<file path="src/rtl/mux_n1_rr.sv">
// mux_n1_rr: parametrised N:1, W-bit multiplexer with a registered output
// stage and valid/ready handshakes on both sides.
//   mode = 0 : fixed select, the channel addressed by s is forwarded.
//   mode = 1 : round-robin arbitration among requesting channels.
//
// Ports
//   clk       in   1     rising-edge clock
//   rst       in   1     synchronous, active-high reset
//   mode      in   1     0 = fixed select, 1 = round-robin
//   s         in   SW    channel select (fixed mode only)
//   in_data   in   N*W   flat channel data, channel i at [i*W +: W]
//   in_valid  in   N     per-channel request
//   in_ready  out  N     per-channel accept, at most one bit high
//   y         out  W     registered output data
//   y_valid   out  1     y holds an unconsumed word
//   y_ready   in   1     consumer accepts y
//   y_ch      out  SW    index of the channel that produced y
module mux_n1_rr #(
    parameter  int W  = 4,
    parameter  int N  = 4,
    localparam int SW = $clog2(N)
) (
    input  logic            clk,
    input  logic            rst,
    input  logic            mode,
    input  logic [SW-1:0]   s,
    input  logic [N*W-1:0]  in_data,
    input  logic [N-1:0]    in_valid,
    output logic [N-1:0]    in_ready,
    output logic [W-1:0]    y,
    output logic            y_valid,
    input  logic            y_ready,
    output logic [SW-1:0]   y_ch
);

    logic [W-1:0]  r_y;
    logic [SW-1:0] r_y_ch;
    logic          r_y_valid;
    logic [SW-1:0] r_ptr;

    logic          w_load_ok;
    logic          w_gnt_vld;
    logic [SW-1:0] w_gnt;
    logic [W-1:0]  w_gnt_data;
    logic          w_xfer;

    assign w_load_ok = !r_y_valid || y_ready;

    // Grant selection. In round-robin mode the scan starts at r_ptr and the
    // index wraps explicitly at N, so non-power-of-2 N never visits an
    // unused index. In fixed mode s values >= N match no channel.
    always_comb begin
        int unsigned   idx;
        logic [SW-1:0] w_idx;
        w_gnt_vld  = 1'b0;
        w_gnt      = '0;
        w_gnt_data = '0;
        idx        = 0;
        w_idx      = '0;
        if (!mode) begin
            for (int unsigned i = 0; i < N; i++) begin
                if (s == SW'(i) && in_valid[i]) begin
                    w_gnt_vld  = 1'b1;
                    w_gnt      = SW'(i);
                    w_gnt_data = in_data[i*W +: W];
                end
            end
        end else begin
            for (int unsigned k = 0; k < N; k++) begin
                idx = 32'(r_ptr) + k;
                if (idx >= N) begin
                    idx = idx - N;
                end
                w_idx = SW'(idx);
                if (!w_gnt_vld && in_valid[w_idx]) begin
                    w_gnt_vld  = 1'b1;
                    w_gnt      = w_idx;
                    w_gnt_data = in_data[idx*W +: W];
                end
            end
        end
    end

    // A transfer needs a grant and room in the output stage; nothing is
    // accepted while reset is asserted.
    assign w_xfer = !rst && w_gnt_vld && w_load_ok;

    always_comb begin
        in_ready = '0;
        if (w_xfer) begin
            in_ready[w_gnt] = 1'b1;
        end
    end

    always_ff @(posedge clk) begin
        if (rst) begin
            r_y       <= '0;
            r_y_ch    <= '0;
            r_y_valid <= 1'b0;
            r_ptr     <= '0;
        end else if (w_xfer) begin
            r_y       <= w_gnt_data;
            r_y_ch    <= w_gnt;
            r_y_valid <= 1'b1;
            if (mode) begin
                if (w_gnt == SW'(N-1)) begin
                    r_ptr <= '0;
                end else begin
                    r_ptr <= w_gnt + 1'b1;
                end
            end
        end else if (r_y_valid && y_ready) begin
            r_y_valid <= 1'b0;
        end
    end

    assign y       = r_y;
    assign y_ch    = r_y_ch;
    assign y_valid = r_y_valid;

endmodule

</file>
<file path="config.mk">
export PLATFORM = sky130hd
export DESIGN_NAME = mux_n1_rr
export DESIGN_NICKNAME = d
export VERILOG_FILES = /design/src/rtl/mux_n1_rr.sv
export SDC_FILE = /design/constraint.sdc
export NUM_CORES = 1
export LEC_CHECK = 0
export CAP_MARGIN = 0
export CELL_PAD_IN_SITES_DETAIL_PLACEMENT = 2
export CELL_PAD_IN_SITES_GLOBAL_PLACEMENT = 2
export CORE_MARGIN = 4
export CORE_UTILIZATION = 32
export CTS_BUF_LIST = sky130_fd_sc_hd__clkbuf_16
export CTS_CLUSTER_SIZE = 30
export DETAILED_ROUTE_END_ITERATION = 8
export PLACE_DENSITY = 0.9
export SLEW_MARGIN = 30
export SYNTH_ARGS = -nofsm -noshare
export SYNTH_HDL_FRONTEND = slang
export SYNTH_SLANG_ARGS = --single-unit
</file>
<file path="constraint.sdc">
create_clock -name clk -period 11 [get_ports clk]
set_clock_uncertainty 0.15 [all_clocks]
set_input_delay 2.2 -clock clk [delete_from_list [all_inputs] [get_ports clk]]
set_output_delay 2.2 -clock clk [all_outputs]
set_load 0.01 [all_outputs]
</file>
==> results.sh, run 1 <==
export IMPL_outcome="complete, no violations"
export IMPL_final_nets=236
export IMPL_finalSetupViolCount=0
export IMPL_row_count=25
export IMPL_final_cell_mix="36 x clkdlybuf4s50_1, 16 x mux4_2, 12 x nand2_1"
export IMPL_die_height_um=77.88
export IMPL_yosys_warnings=0
export IMPL_cp_max_fo=12
export IMPL_r2r_cells=10
export IMPL_postCtsHoldBufs=0
export IMPL_slowest_stage="mux4_2"
export IMPL_drc=0
export IMPL_drv_cap=0
export IMPL_p_sw_uw=97.92
export IMPL_critPathTopFamily="buffers and inverters"
export IMPL_area_delta_synth_final_pct=29.06
export IMPL_cp_cell_sequence="clkdlybuf4s50_1, mux4_2, o41a_1, a221o_1, inv_1, ha_1, and2_1, clkdlybuf4s50_1"
export IMPL_final_common_cell="clkdlybuf4s50_1"
export IMPL_min_path_cells=2
export IMPL_finalSetupTns_ns=0
export IMPL_p_sw_frac=0.3856
export IMPL_dpl_hpwl_um=4313
export IMPL_async_reset_ff_frac=0
export IMPL_max_clock_freq_mhz=129.4
export IMPL_pwr_share_comb=0.582
export IMPL_ir_worst_vdd_mv=0.05692
export IMPL_postCtsSetupRepairBufs=0
export IMPL_intPower_uw=156.0
export IMPL_slew_headroom=0.4667
export IMPL_r2r_start="r_ptr[0]$_SDFFE_PP0P_"
export IMPL_slowest_delay_ns=0.70
export IMPL_syn_cell_area_um2=1563
export IMPL_io_pins=37
export IMPL_hold_viol=0
export IMPL_ant_nets=0
export IMPL_powerDensity_nw_per_um2=125.9
export IMPL_routed_wl_um=5790
export IMPL_worst_setup_path_type="in -> out"
export IMPL_timing_hold_ws_ns=0.3419
export IMPL_grt_overflow_total=0
export IMPL_first_global_vias=1753
export IMPL_ys_seq_elements=9
export IMPL_die_area_um2=6065
export IMPL_drt_pass1_iter_count=4
export IMPL_synth_cell_types=43
export IMPL_tightest_slew_ns=0.7988
export IMPL_p_clk_frac=0.254
export IMPL_regArea_um2=180.2
export IMPL_cts_tree="done"
export IMPL_start_kind="input port"
export IMPL_setup_ws_ns=3.274
export IMPL_synth_edf_count=0
export IMPL_min_to="y[3]$_SDFFE_PP0P_"
export IMPL_cts_buffers=3
export IMPL_root_buffer="clkbuf_16"
export IMPL_rsz0062_at_grt="false"
export IMPL_slew_violations=0
export IMPL_design_area_um2=2017
export IMPL_cts_resized=0
export IMPL_min_from="y[3]$_SDFFE_PP0P_"
export IMPL_cp_common_cell="clkdlybuf4s50_1"
export IMPL_cp_depth=8
export IMPL_via_per_inst=6.048
export IMPL_antenna_found_initial=0
export IMPL_syn_area_per_cell_um2=8.879
export IMPL_path_clk_slew_ns=0.04
export IMPL_p_leak_uw=0.0007027
export IMPL_power_frac_seq=0.164
export IMPL_final_layout_size_suffix_gt1_frac=0.1584
export IMPL_yosys_area_top_type="mux4_2"
export IMPL_via_count=1627
export IMPL_synthesis_nets=209
export IMPL_drt_initial_drc_count=67
export IMPL_multi_input_area_um2=1269
export IMPL_core_area_um2=4723
export IMPL_period_minus_slack_ns=7.726
export IMPL_insertedDiodeCount=0
export IMPL_clock_latency_ns=0.24
export IMPL_track_usage=0.1939
export IMPL_synth_ff_type="dfxtp_1"
export IMPL_clock_sinks=9
export IMPL_die_w_um=77.88
export IMPL_yosys_area_top_type_share=0.2306
export IMPL_dpl_worst_slack_ns=3.299
export IMPL_grt_pass1_wl_um=9308
export IMPL_place_port_buffers=36
export IMPL_start_util=0.3309
export IMPL_place_area_um2=1938
export IMPL_ys_seq_area_frac=0.1153
export IMPL_rr_endpoint="r_ptr[1]$_SDFFE_PP0P_"
export IMPL_min_period_over_period=0.7023
export IMPL_htreeDepth=1
export IMPL_fillers=537
export IMPL_path_buf_inv=3
export IMPL_gp_congestion=0.8148
export IMPL_critPathRequiredTime_ns=8.65
export IMPL_cp_arrival_ns=5.38
export IMPL_synthTopCellsByArea="mux4_2 23%, dfxtp_1 12%, mux2_2 7.2%, ha_1 5.6%, o21ai_0 3.2%"
export IMPL_clockBufferDepth=2
export IMPL_setup_worst_path_end_class="primary output"
export IMPL_r2r_slack_ns=6.96
export IMPL_synth_cells=176
export IMPL_grt_start_max_net_pins=32
export IMPL_hp_class="reg -> reg"
export IMPL_wl_per_cell_um=21.52
## through the flow
step | power, uW | instances | util
after detailed placement | 188.6 | 265 | 0.4103
after CTS | 255.1 | 269 | 0.4270
after global routing | 270.0 | 269 | 0.4270
after global placement | 182.8 | 265 | 0.4103
final | 253.9 | 269 | 0.4270
after floorplan | 142.6 | 176 | -
## routing by layer
layer / routed length, um / track usage / vias to the layer above
met5: 0 / 0 / -
met4: 111 / 0.06050 / 0
met3: 250 / 0.02436 / 9
met2: 2982 / 0.3502 / 48
met1: 2445 / 0.2365 / 821
li1: - / - / 749
## cells by family (layout without fill, tap and decap cells)
kind of cell	after synthesis	after routing	synth area share
multiplexers	29	29	0.3219
buffers and inverters	25	51	0.07286
flip-flops	9	9	0.1153
adder cells (fa/ha/maj)	7	7	0.05604
AO/OA/AOI/OAI	61	61	0.2794
AND/OR/NAND/NOR	44	44	0.1489
XOR/XNOR	1	1	0.005606
## power by group through the flow
stage	combinational (uW)	sequential [uW]	clock, uW
floorplan	100	42.2	0
global placement	141	41.5	0
detailed placement	147	41.9	0
CTS	148	41.7	65.4
global route	161	42.1	67.2
finish	148	41.6	64.6
## sequential cells by signal, indices dropped and copies added (netlist names)
register,count
r_ptr,2
y,4
y_ch,2
y_valid,1
## layout make-up
| type | instances | share of cell area |
|---|---|---|
| Clock buffer | 3 | 0.03722 |
| Clock inverter | 1 | 0.001861 |
| Inverter | 10 | 0.01861 |
| Multi-Input combinational cell | 142 | 0.6290 |
| Sequential cell | 9 | 0.08933 |
| Tap cell | 67 | 0.04156 |
| Timing Repair Buffer | 37 | 0.1824 |
## worst register-to-register path: cells and delay by family, from the launching register on
family                     cells  cell delay, ns
AOI/OAI and AO/OA              3            1.00
adders and majority gates      2            1.06
muxes                          1            0.54
and+or+nand+nor                1            0.09
DFF                            1            0.30
buffers and inverters          3            0.79
## worst max path at each step
stage           startpoint          end  slack (ns)
6_report       in_valid[2]  in_ready[2]        3.27
5_1_grt        in_valid[2]  in_ready[0]        3.13
4_1_cts        in_valid[2]  in_ready[2]        3.27
3_5_place_dp   in_valid[2]  in_ready[2]        3.30
3_3_place_gp   in_valid[2]  in_ready[3]        3.41
2_1_floorplan  in_valid[3]  in_ready[3]        4.70
## Yosys cell counts (all sizes together) (2+ instances only)
cell type,count
nand3,7
nand2,12
nand2b,5
o31ai,3
o2bb2ai,4
mux4,16
nor2b,3
o21ai,12
a22oi,5
o221a,2
inv,10
nor2,6
ha,7
mux2i,3
a221oi,4
a31oi,3
and2,4
a221o,3
o211ai,6
a211oi,3
buf,8
dfxtp,9
o22ai,2
clkbuf,7
a21oi,8
and4b,2
mux2,10
Note: power is estimated with default switching activity, not from simulation.
==> inputs of run 2 (changes only) <==
--- a/config.mk
+++ b/config.mk
@@ -9,11 +9,11 @@
 export CELL_PAD_IN_SITES_DETAIL_PLACEMENT = 2
 export CELL_PAD_IN_SITES_GLOBAL_PLACEMENT = 2
 export CORE_MARGIN = 4
-export CORE_UTILIZATION = 32
+export CORE_UTILIZATION = 30
 export CTS_BUF_LIST = sky130_fd_sc_hd__clkbuf_16
 export CTS_CLUSTER_SIZE = 30
 export DETAILED_ROUTE_END_ITERATION = 8
-export PLACE_DENSITY = 0.9
+export PLACE_DENSITY = 0.86
 export SLEW_MARGIN = 30
 export SYNTH_ARGS = -nofsm -noshare
 export SYNTH_HDL_FRONTEND = slang
==> constraint.sdc (replaced) <==
create_clock -name clk -period 7.2 [get_ports clk]
set_clock_uncertainty 0.15 [all_clocks]
set_input_delay 1.44 -clock clk [delete_from_list [all_inputs] [get_ports clk]]
set_output_delay 1.44 -clock clk [all_outputs]
set_load 0.01 [all_outputs]
==> run 2 against run 1 <==
  * Largest power group unchanged
  * Power grew 53%
  * Combinational power grew 54%
  * Design area grew 0.56%
  * Critical path depth grew 1
  * Largest cell class unchanged
==> results.sh, run 2 (synthesized netlist as in run 1, its figures left out) <==
export IMPL_fin_cells=273
export IMPL_fillers=582
export IMPL_drt_initial_drc_count=91
export IMPL_largest_reg_flops=4
export IMPL_p_leak_uw=0.0007081
export IMPL_cp_arrival_ns=4.62
export IMPL_cp_common_cell="clkdlybuf4s50_1"
export IMPL_ir_worst_vdd_mv=0.1010
export IMPL_min_path_cells=2
export IMPL_io_pins=37
export IMPL_postCtsSetupRepairBufs=0
export IMPL_first_global_vias=1807
export IMPL_drc=0
export IMPL_cts_tree="done"
export IMPL_r2r_cells=11
export IMPL_via_per_inst=6.081
export IMPL_max_clock_freq_mhz=161.1
export IMPL_worst_setup_path_type="in -> out"
export IMPL_dp_cells=269
export IMPL_area_delta_synth_final_pct=29.78
export IMPL_postCtsHoldBufs=0
export IMPL_rsz0062_at_grt="false"
export IMPL_start_util=0.3079
export IMPL_place_port_buffers=36
export IMPL_insertedDiodeCount=0
export IMPL_hold_viol=0
export IMPL_gp_congestion=0.8341
export IMPL_dpl_hpwl_um=4309
export IMPL_final_common_cell="clkdlybuf4s50_1"
export IMPL_outcome="complete, no violations"
export IMPL_finalSetupTns_ns=0
export IMPL_slew_violations=0
export IMPL_grt_pass1_wl_um=9528
export IMPL_clockBufferDepth=2
export IMPL_drv_cap=0
export IMPL_via_count=1660
export IMPL_min_period_over_period=0.8620
export IMPL_cp_max_fo=12
export IMPL_slew_headroom=0.5305
export IMPL_final_layout_size_suffix_gt1_frac=0.1626
export IMPL_hp_class="reg -> reg"
export IMPL_tightest_slew_ns=0.7020
export IMPL_clock_sinks=9
export IMPL_powerDensity_nw_per_um2=191.0
export IMPL_clock_latency_ns=0.24
export IMPL_cp_cell_sequence="clkdlybuf4s50_1, mux4_2, nor3_2, nand3_1, a21bo_2, or2_1, ha_1, and2_1, clkdlybuf4s50_1"
export IMPL_finalSetupViolCount=0
export IMPL_slowest_stage="mux4_2"
export IMPL_path_clk_slew_ns=0.04
export IMPL_slowest_delay_ns=0.70
export IMPL_die_area_um2=6428
export IMPL_antenna_found_initial=0
export IMPL_row_count=26
export IMPL_grt_overflow_total=0
export IMPL_critPathRequiredTime_ns=5.61
export IMPL_period_minus_slack_ns=6.207
export IMPL_setup_worst_path_end_class="primary output"
export IMPL_wl_per_cell_um=21.16
export IMPL_start_kind="input port"
export IMPL_routed_wl_um=5776
export IMPL_drt_pass1_iter_count=4
export IMPL_cts_resized=0
export IMPL_ant_nets=0
export IMPL_final_cell_mix="36 x clkdlybuf4s50_1, 16 x mux4_2, 12 x nand2_1"
export IMPL_track_usage=0.1888
export IMPL_htreeDepth=1
export IMPL_die_w_um=80.18
export IMPL_root_buffer="clkbuf_16"
export IMPL_grt_start_max_net_pins=31
export IMPL_final_nets=237
export IMPL_die_height_um=80.18
export IMPL_cts_buffers=3
export IMPL_core_area_um2=5075
[run 2: worst paths after layout]
| kind | from | endpoint | slack [ns] |
|---|---|---|---|
| min reg2reg | y[1]$_SDFFE_PP0P_ | y[1]$_SDFFE_PP0P_ | 0.33 |
| min | y[1]$_SDFFE_PP0P_ | y[1]$_SDFFE_PP0P_ | 0.33 |
| max reg2reg | r_ptr[1]$_SDFFE_PP0P_ | r_ptr[1]$_SDFFE_PP0P_ | 3.57 |
| max | in_valid[3] | in_ready[0] | 0.99 |
[run 2: routing by layer]
metal,wire (um),track usage,vias to the layer above
li1,-,-,753
met1,2494,0.2340,844
met2,2926,0.3336,50
met3,192,0.01345,13
met4,163,0.08108,0
met5,0,0,-
[run 2: layout make-up]
cell class | count | area (um^2) | share of cell area
tap | 70 | 87.58 | 0.04318
clock inverter | 1 | 3.754 | 0.001851
clock buffer | 3 | 75.07 | 0.03701
timing repair buffer | 38 | 375.4 | 0.1851
multi-input combinational | 142 | 1269 | 0.6255
inverter | 10 | 37.54 | 0.01851
sequential | 9 | 180.2 | 0.08883
[run 2: metrics by stage]
stage / utilization / cell area, um^2 / worst slack [ns] / hold WS (ns) / total power, uW
finish: 0.3997 / 2028 / 0.9935 / 0.3334 / 387.5
global route: 0.3997 / 2028 / 0.8287 / 0.3713 / 411.8
CTS: 0.3997 / 2028 / 1.002 / 0.3428 / 391.3
detailed placement: 0.3841 / 1949 / 1.031 / 0.3379 / 288.6
global placement: 0.3841 / 1949 / 1.152 / 0.3176 / 279.8
floorplan: - / 1563 / 2.419 / 0.3347 / 217.9
[run 2: where the power goes]
| part | internal, uW | switching, uW | leakage (uW) |
|---|---|---|---|
| clock network | 72.7 | 25.9 | 0.0000423 |
| logic | 109 | 119 | 0.000591 |
| registers | 57.2 | 3.89 | 0.0000744 |
| total | 239 | 149 | 0.000708 |
[run 2: critical path, delay by kind of cell]
family                     cells  cell delay [ns]
and+or+nand+nor                4             0.89
adders and majority gates      1             0.16
muxes                          1             0.70
buffers and inverters          2             1.16
AOI/OAI and AO/OA              1             0.27
